`src/rtl/breakout_pkg.sv`:
```
// Shared breakout types: collision FSM states, brick geometry, ball size.
// Optional diagonal probe is enabled by BALL_COL_DIAG_EN.
package breakout_pkg;

  localparam int BRICK_W   = 8;
  localparam int BRICK_H   = 4;
  localparam int BRICK_WSH = 3;
  localparam int BRICK_HSH = 2;
  localparam int ROW_BITS  = 3;
  localparam int COL_BITS  = 5;
  localparam int ADDR_W    = ROW_BITS + COL_BITS;
  localparam int BALL_SIZE = 3;

  typedef enum logic [3:0] {
    IDLE,
    WALLS,
    PROBE_H,
    WAIT_H,
    PROBE_V,
    WAIT_V,
    PROBE_D,
    WAIT_D,
    REPORT
  } state_t;

  // 9-bit signed so that x-1 at x=0 reads as negative
  typedef logic signed [8:0] coord_t;

  function automatic logic [1:0] sat_inc(input logic [1:0] c);
    return (c == 2'd3) ? c : c + 2'd1;
  endfunction

endpackage

```
`src/rtl/brick_cell_map.sv`:
```
// Pixel to brick-cell mapping: field membership and RAM address.
// Combinational; shared by the H, V and D probes.
module brick_cell_map
  import breakout_pkg::*;
#(
  parameter int BRICK_Y0   = 8,
  parameter int BRICK_ROWS = 6,
  parameter int BRICK_COLS = 20
) (
  input  coord_t              px,
  input  coord_t              py,
  output logic                in_field,
  output logic [ADDR_W-1:0]   addr
);

  coord_t dy;

  assign dy = py - coord_t'(BRICK_Y0);

  assign in_field =
    (px >= coord_t'(0)) &&
    (px <  coord_t'(BRICK_COLS * BRICK_W)) &&
    (dy >= coord_t'(0)) &&
    (dy <  coord_t'(BRICK_ROWS * BRICK_H));

  assign addr = {dy[BRICK_HSH +: ROW_BITS],
                 px[BRICK_WSH +: COL_BITS]};

endmodule

```
`src/rtl/ball_collision.sv`:
```
// Ball collision detector: walls, paddle and brick-map probes per move.
// Define BALL_COL_DIAG_EN to add the diagonal (D) brick probe.
module ball_collision
  import breakout_pkg::*;
#(
  parameter int SCREEN_W   = 160,
  parameter int SCREEN_H   = 120,
  parameter int PADDLE_Y   = 112,
  parameter int PADDLE_W   = 16,
  parameter int BRICK_Y0   = 8,
  parameter int BRICK_ROWS = 6,
  parameter int BRICK_COLS = 20
) (
  input  logic              clock,
  input  logic              reset_dividers,
  input  logic              start,
  input  logic [7:0]        ball_x_top,
  input  logic [6:0]        ball_y_top,
  input  logic              h_q,
  input  logic              v_q,
  input  logic [7:0]        paddle_x,
  output logic [ADDR_W-1:0] brick_addr,
  input  logic              brick_hit,
  output logic              brick_clear,
  output logic [1:0]        h_col_count,
  output logic [1:0]        v_col_count,
  output logic [1:0]        d_col_count,
  output logic              paddle_collision,
  output logic              ball_lost,
  output logic              done
);

  state_t state, state_n;

  logic [7:0] bx, pad;
  logic [6:0] by;
  logic       hd, vd;
  logic       probe_on;
  logic [1:0] h_cnt, v_cnt;

  coord_t x0, y0, p0;
  coord_t x_lead, y_lead;
  coord_t cell_x, cell_y;

  logic              h_wall, v_wall;
  logic              pad_hit, lost;
  logic              cell_in;
  logic [ADDR_W-1:0] cell_addr;

  assign x0 = coord_t'({1'b0, bx});
  assign y0 = coord_t'({2'b00, by});
  assign p0 = coord_t'({1'b0, pad});

  assign x_lead = hd ? x0 + coord_t'(BALL_SIZE)
                     : x0 - coord_t'(1);
  assign y_lead = vd ? y0 + coord_t'(BALL_SIZE)
                     : y0 - coord_t'(1);

  assign h_wall = (x_lead < coord_t'(0)) ||
                  (x_lead >= coord_t'(SCREEN_W));
  assign v_wall = (y_lead < coord_t'(0));

  assign pad_hit =
    vd && (y_lead == coord_t'(PADDLE_Y)) &&
    (x0 + coord_t'(BALL_SIZE - 1) >= p0) &&
    (x0 <= p0 + coord_t'(PADDLE_W - 1));

  assign lost = vd && (y_lead >= coord_t'(SCREEN_H));

  // Cell for the probe that is about to be presented
  always_comb begin
    cell_x = x_lead;
    cell_y = y_lead;
    unique case (1'b1)
      (state == WALLS): begin
        cell_x = x_lead;
        cell_y = y0 + coord_t'(1);
      end
      (state == WAIT_H): begin
        cell_x = x0 + coord_t'(1);
        cell_y = y_lead;
      end
      default: ;
    endcase
  end

  brick_cell_map #(
    .BRICK_Y0   (BRICK_Y0),
    .BRICK_ROWS (BRICK_ROWS),
    .BRICK_COLS (BRICK_COLS)
  ) u_map (
    .px       (cell_x),
    .py       (cell_y),
    .in_field (cell_in),
    .addr     (cell_addr)
  );

  always_comb begin
    state_n     = state;
    brick_clear = 1'b0;
    case (state)
      IDLE:    if (start) state_n = WALLS;
      WALLS:   state_n = PROBE_H;
      PROBE_H: state_n = WAIT_H;
      WAIT_H: begin
        brick_clear = probe_on & brick_hit;
        state_n     = PROBE_V;
      end
      PROBE_V: state_n = WAIT_V;
      WAIT_V: begin
        brick_clear = probe_on & brick_hit;
`ifdef BALL_COL_DIAG_EN
        state_n     = PROBE_D;
`else
        state_n     = REPORT;
`endif
      end
`ifdef BALL_COL_DIAG_EN
      PROBE_D: state_n = WAIT_D;
      WAIT_D: begin
        brick_clear = probe_on & brick_hit;
        state_n     = REPORT;
      end
`endif
      REPORT:  state_n = IDLE;
      default: state_n = IDLE;
    endcase
  end

`ifdef BALL_COL_DIAG_EN
  logic [1:0] d_cnt;
  logic       d_go;

  // D runs only when neither axis saw any hit this pass
  assign d_go = cell_in && (h_cnt == 2'd0) &&
                (v_cnt == 2'd0) && !brick_clear;

  always_ff @(posedge clock or negedge reset_dividers) begin
    if (!reset_dividers) begin
      d_cnt <= 2'd0;
    end else if (state == IDLE && start) begin
      d_cnt <= 2'd0;
    end else if (state == WAIT_D && brick_clear) begin
      d_cnt <= sat_inc(d_cnt);
    end
  end

  assign d_col_count = d_cnt;
`else
  assign d_col_count = 2'd0;
`endif

  always_ff @(posedge clock or negedge reset_dividers) begin
    if (!reset_dividers) begin
      state            <= IDLE;
      bx               <= '0;
      by               <= '0;
      hd               <= 1'b0;
      vd               <= 1'b0;
      pad              <= '0;
      probe_on         <= 1'b0;
      brick_addr       <= '0;
      h_cnt            <= 2'd0;
      v_cnt            <= 2'd0;
      paddle_collision <= 1'b0;
      ball_lost        <= 1'b0;
      done             <= 1'b0;
    end else begin
      state <= state_n;
      done  <= (state == REPORT);
      case (state)
        IDLE: if (start) begin
          bx               <= ball_x_top;
          by               <= ball_y_top;
          hd               <= h_q;
          vd               <= v_q;
          pad              <= paddle_x;
          h_cnt            <= 2'd0;
          v_cnt            <= 2'd0;
          paddle_collision <= 1'b0;
          ball_lost        <= 1'b0;
        end
        WALLS: begin
          h_cnt            <= {1'b0, h_wall};
          v_cnt            <= {1'b0, v_wall | pad_hit};
          paddle_collision <= pad_hit;
          ball_lost        <= lost;
          probe_on         <= cell_in;
          if (cell_in) brick_addr <= cell_addr;
        end
        WAIT_H: begin
          if (brick_clear) h_cnt <= sat_inc(h_cnt);
          probe_on <= cell_in;
          if (cell_in) brick_addr <= cell_addr;
        end
        WAIT_V: begin
          if (brick_clear) v_cnt <= sat_inc(v_cnt);
`ifdef BALL_COL_DIAG_EN
          probe_on <= d_go;
          if (d_go) brick_addr <= cell_addr;
`else
          probe_on <= 1'b0;
`endif
        end
        REPORT: probe_on <= 1'b0;
        default: ;
      endcase
    end
  end

  assign h_col_count = h_cnt;
  assign v_col_count = v_cnt;

endmodule

```
`config.mk`:
```
export PLATFORM = sky130hd
export DESIGN_NAME = ball_collision
export DESIGN_NICKNAME = d
export VERILOG_FILES = /design/src/rtl/breakout_pkg.sv /design/src/rtl/brick_cell_map.sv /design/src/rtl/ball_collision.sv
export SDC_FILE = /design/constraint.sdc
export NUM_CORES = 1
export LEC_CHECK = 0
export ABC_AREA = 1
export BUFFER_PORTS_ARGS = -buffer_cell sky130_fd_sc_hd__buf_2
export CAP_MARGIN = 40
export CORE_ASPECT_RATIO = 1.25
export CORE_UTILIZATION = 30
export CTS_BUF_LIST = sky130_fd_sc_hd__clkbuf_8
export CTS_CLUSTER_DIAMETER = 60
export DETAILED_ROUTE_END_ITERATION = 10
export PLACE_DENSITY = 0.57
export SLEW_MARGIN = 10
export SYNTH_ARGS = -nofsm -noshare
export SYNTH_HDL_FRONTEND = slang
export SYNTH_SLANG_ARGS = --single-unit
```
`constraint.sdc`:
```
create_clock -name clock -period 2.5 [get_ports clock]
set_input_delay 0.125 -clock clock [delete_from_list [all_inputs] [get_ports clock]]
set_output_delay 0.125 -clock clock [all_outputs]
set_load 0.03 [all_outputs]
```
==> run_summary.xml <==
<?xml version="1.0" encoding="UTF-8"?>
<metrics>
  <group name="synth">
    <metric name="seq_area_frac_synth" unit="%">32.2</metric>
    <metric name="post_synth_instance_area" unit="mm2">0.00350</metric>
    <metric name="syn_avg_cell_area" unit="um2">7.19</metric>
    <metric name="syn-instance-count" unit="">487</metric>
    <metric name="synth_enable_flop_cells" unit="">0</metric>
    <metric name="ys_async_sr_fraction" unit="%">100</metric>
    <metric name="post_synth_num_cell_types" unit="">39</metric>
    <metric name="synth.top_cells.by_area" unit="">sky130_fd_sc_hd__dfrtp_1 32%, sky130_fd_sc_hd__nand2_1 14%, sky130_fd_sc_hd__ha_1 10%</metric>
    <metric name="synth.ff_latch_count" unit="">45</metric>
    <metric name="synth-warning-count" unit="">0</metric>
    <metric name="netlist.top_cell.by_area" unit="">sky130_fd_sc_hd__dfrtp_1</metric>
    <metric name="synth_largest_type_area_fraction" unit="%">32.2</metric>
    <metric name="synth_top_flop_cell" unit="">sky130_fd_sc_hd__dfrtp_1</metric>
  </group>
  <group name="pwr">
    <metric name="design_power_total" unit="mW">6.53</metric>
    <metric name="p_leak" unit="nW">2.23</metric>
    <metric name="max-vdd-ir-drop" unit="mV">0.391</metric>
    <metric name="power.density" unit="mW/mm2">1570</metric>
  </group>
  <group name="floorplanning">
    <metric name="design.core.area" unit="mm2">0.0112</metric>
    <metric name="die_y" unit="um">123</metric>
    <metric name="boundaryPins" unit="">47</metric>
    <metric name="rows" unit="">43</metric>
    <metric name="die_width" unit="um">98.6</metric>
    <metric name="die_area" unit="mm2">0.0121</metric>
    <metric name="starting_density_of_the_core" unit="%">31.1</metric>
  </group>
  <group name="sta">
    <metric name="slew_headroom" unit="%">65.4</metric>
    <metric name="finalHoldWorstSlack" unit="ns">0.0321</metric>
    <metric name="hold_viol_final" unit="">0</metric>
    <metric name="setup_viol" unit="">0</metric>
    <metric name="maxClockFrequency" unit="GHz">0.420</metric>
    <metric name="layout_worst_path_cycle_share" unit="%">95.3</metric>
    <metric name="final.min_clock_period" unit="ns">2.38</metric>
    <metric name="setup_tns" unit="ns">0</metric>
    <metric name="worstMarginPinSlew" unit="ns">0.519</metric>
    <metric name="final.setup_skew" unit="ns">0.0186</metric>
    <metric name="layout_setup_ws" unit="ns">0.117</metric>
    <metric name="timing_max_transition_violations_final" unit="">0</metric>
  </group>
  <group name="detailed_routing">
    <metric name="drtIter0Drc" unit="">112</metric>
    <metric name="viasPerCell" unit="">4.84</metric>
    <metric name="drt_wl_total" unit="um">9030</metric>
    <metric name="first_pass_iters" unit="">5</metric>
    <metric name="routed-via-count" unit="">3312</metric>
    <metric name="drtAntennaViolNets" unit="">0</metric>
    <metric name="remaining_drc_errors" unit="">0</metric>
    <metric name="avgRoutedWirePerCell" unit="um">13.2</metric>
  </group>
  <group name="global_routing">
    <metric name="grt_antenna_before_repair" unit="">0</metric>
    <metric name="grt_pass1_wl" unit="um">14800</metric>
    <metric name="grt_pass1_vias" unit="">3175</metric>
    <metric name="pin_count_of_the_biggest_net_entering_global_routing" unit="">33</metric>
    <metric name="grt_usage" unit="%">15.4</metric>
    <metric name="grt_overflow_total" unit="">0</metric>
  </group>
  <group name="worst_setup_path">
    <metric name="critPathSlowestCell" unit="">sky130_fd_sc_hd__dfrtp_1</metric>
    <metric name="crit_path_frequent_cell" unit="">sky130_fd_sc_hd__nand2_1</metric>
    <metric name="crit_arrival" unit="ns">2.65</metric>
    <metric name="worst_setup_path_start_kind" unit="">flop</metric>
    <metric name="end_kind" unit="">flop</metric>
    <metric name="chain_of_cells_forming_the_critical_path" unit="">nor2_4 -&gt; nand2_4 -&gt; nor2_8 -&gt; nand3_2 -&gt; nand2_2 -&gt; inv_2 -&gt; ha_1 -&gt; nor2_1 -&gt; nand2_1 -&gt; nor2_1 -&gt; nand2_1 -&gt; inv_2 -&gt; nand3_4 -&gt; nor2_8 -&gt; buf_6 -&gt; nand4_1 -&gt; nand2_1</metric>
    <metric name="cp_slowest_stage_delay" unit="ns">0.44</metric>
    <metric name="critPathMaxFanout" unit="">8</metric>
    <metric name="criticalPathCategory" unit="">reg2reg</metric>
    <metric name="worst-endpoint-required" unit="ns">2.77</metric>
  </group>
  <group name="placement">
    <metric name="routabilityCongestion" unit="">0.880</metric>
    <metric name="post-place-cells" unit="">665</metric>
    <metric name="io_buffers" unit="">44</metric>
    <metric name="worst_slack_placed" unit="ns">0.0651</metric>
    <metric name="dpl_cell_area" unit="mm2">0.00391</metric>
    <metric name="dp_hpwl" unit="um">7160</metric>
  </group>
  <group name="cts">
    <metric name="tritoncts_clock_tree" unit="">yes</metric>
    <metric name="clockRootBuffer" unit="">sky130_fd_sc_hd__clkbuf_8</metric>
    <metric name="cts_buffers" unit="">5</metric>
    <metric name="cts.sinks" unit="">45</metric>
    <metric name="cts.clk_slew.worst_paths" unit="ns">0.10</metric>
    <metric name="clkLatencyLatePin" unit="ns">0.32</metric>
    <metric name="cts_max_path_buffers" unit="">2</metric>
    <metric name="cts_htree_levels" unit="">2</metric>
  </group>
  <group name="run_status">
    <metric name="status" unit="">complete, no violations</metric>
  </group>
  <group name="layout">
    <metric name="post-route-util" unit="%">36.9</metric>
    <metric name="area_growth" unit="%">18.6</metric>
    <metric name="design_area" unit="mm2">0.00415</metric>
    <metric name="non_filler_instance_count_after_layout" unit="">684</metric>
    <metric name="design.final.nets" unit="">605</metric>
    <metric name="antennaDiodeCount" unit="">0</metric>
    <metric name="fraction_of_layout_cells_with_a_size_suffix_above_1" unit="%">20.0</metric>
  </group>
  <group name="worst_hold_path">
    <metric name="min_path_type" unit="">in2reg</metric>
  </group>
  <group name="job">
    <metric name="maxCapViolCount" unit="">0</metric>
  </group>
</metrics>
-- layout by cell type, fill, tap and decap left out, types with 5 or more instances in the layout --
| cell type | instances |
|---|---|
| sky130_fd_sc_hd__nand4_1 | 20 |
| sky130_fd_sc_hd__o21ai_0 | 11 |
| sky130_fd_sc_hd__inv_1 | 50 |
| sky130_fd_sc_hd__nand3_2 | 5 |
| sky130_fd_sc_hd__nand2_2 | 7 |
| sky130_fd_sc_hd__clkbuf_8 | 5 |
| sky130_fd_sc_hd__nor2_4 | 5 |
| sky130_fd_sc_hd__a21oi_1 | 34 |
| sky130_fd_sc_hd__xor2_1 | 10 |
| sky130_fd_sc_hd__buf_2 | 44 |
| sky130_fd_sc_hd__nand3_1 | 39 |
| sky130_fd_sc_hd__dfrtp_1 | 41 |
| sky130_fd_sc_hd__nor2_1 | 56 |
| sky130_fd_sc_hd__ha_1 | 28 |
| sky130_fd_sc_hd__nor3_1 | 7 |
| sky130_fd_sc_hd__buf_4 | 14 |
| sky130_fd_sc_hd__nand2_1 | 125 |
-- flip-flops by register name, summed over array words and instances (netlist names) --
name	cells
state	4
vd	1
hd	1
by	7
ball_lost	1
pad	8
brick_addr	8
paddle_collision	1
probe_on	1
h_col_count	2
v_col_count	2
done	1
bx	8
-- power by group --
group	internal (mW)	switching, mW
sequential	1.04	0.357
clock	0.300	0.291
combinational	1.63	2.92
-- logic make-up (layout without fill, tap and decap cells) --
family,after synthesis,in the layout,synth area share (%)
other,1,2,0.107
adder cells (fa/ha/maj),28,28,10.0
buffers and inverters,64,124,7.43
AND/OR/NAND/NOR,276,277,37.0
flip-flops,45,45,32.2
AO/OA/AOI/OAI,58,58,9.29
XOR/XNOR,11,11,2.75
multiplexers,4,4,1.29
-- repair_timing --
action	in CTS	in global routing
hold buffers	1	0
setup endpoints to repair	0	9
hold endpoints to repair	21	0
resized for setup	0	16
setup buffers	0	9
-- cell type report --
| cell class | count | area (um2) |
|---|---|---|
| multi-input cells | 380 | 2160 |
| well taps | 135 | 169 |
| clock inverters | 3 | 46.3 |
| inverters | 55 | 209 |
| fillers | 1198 | 7090 |
| clock buffers | 5 | 68.8 |
| repair buffers | 61 | 367 |
| flip-flops and latches | 45 | 1130 |
-- worst paths after layout --
path,startpoint,endpoint,slack [ns],cells after the start
worst min register to register,brick_addr[5],brick_addr[5],0.48,2
min in group asynchronous,reset_dividers,brick_addr[4],0.30,2
worst max-delay path,state[2],brick_addr[1],0.12,17
max in group asynchronous,reset_dividers,pad[1],1.67,3
worst min-delay path,ball_x_top[2],bx[2],0.03,2
worst max register to register,state[2],brick_addr[1],0.12,17
-- routing by layer --
metal	up-vias	part of all wire, %	GRT usage, %
met4	0	2.8	6.81
met1	1512	45	18.2
li1	1720	-	-
met5	-	0	0
met2	62	49	27.8
met3	18	2.8	2.33
-- critical path, delay by kind of cell, from the launching register on --
family	cells	cell delay, ns
and+or+nand+nor	13	1.46
DFF	1	0.44
buffers and inverters	3	0.23
adders and majority gates	1	0.19
-- cells in the mapped netlist (2+ instances only) --
cell type,instances
sky130_fd_sc_hd__nand2_2,4
sky130_fd_sc_hd__buf_4,2
sky130_fd_sc_hd__mux2_2,4
sky130_fd_sc_hd__nor2_4,3
sky130_fd_sc_hd__nand4_1,20
sky130_fd_sc_hd__nand2_4,4
sky130_fd_sc_hd__o31ai_1,3
sky130_fd_sc_hd__nor2_2,3
sky130_fd_sc_hd__nor2_8,2
sky130_fd_sc_hd__ha_1,28
sky130_fd_sc_hd__dfrtp_1,45
sky130_fd_sc_hd__a21boi_0,2
sky130_fd_sc_hd__inv_1,53
sky130_fd_sc_hd__nand3_1,41
sky130_fd_sc_hd__a21oi_1,34
sky130_fd_sc_hd__xor2_1,10
sky130_fd_sc_hd__nand3_2,2
sky130_fd_sc_hd__nand2_1,128
sky130_fd_sc_hd__buf_2,2
sky130_fd_sc_hd__clkbuf_1,3
sky130_fd_sc_hd__nor2_1,58
sky130_fd_sc_hd__nand3_4,2
sky130_fd_sc_hd__a21o_1,2
sky130_fd_sc_hd__o21ai_0,11
sky130_fd_sc_hd__nor3_1,7
Power figures use the tool's default switching activity.
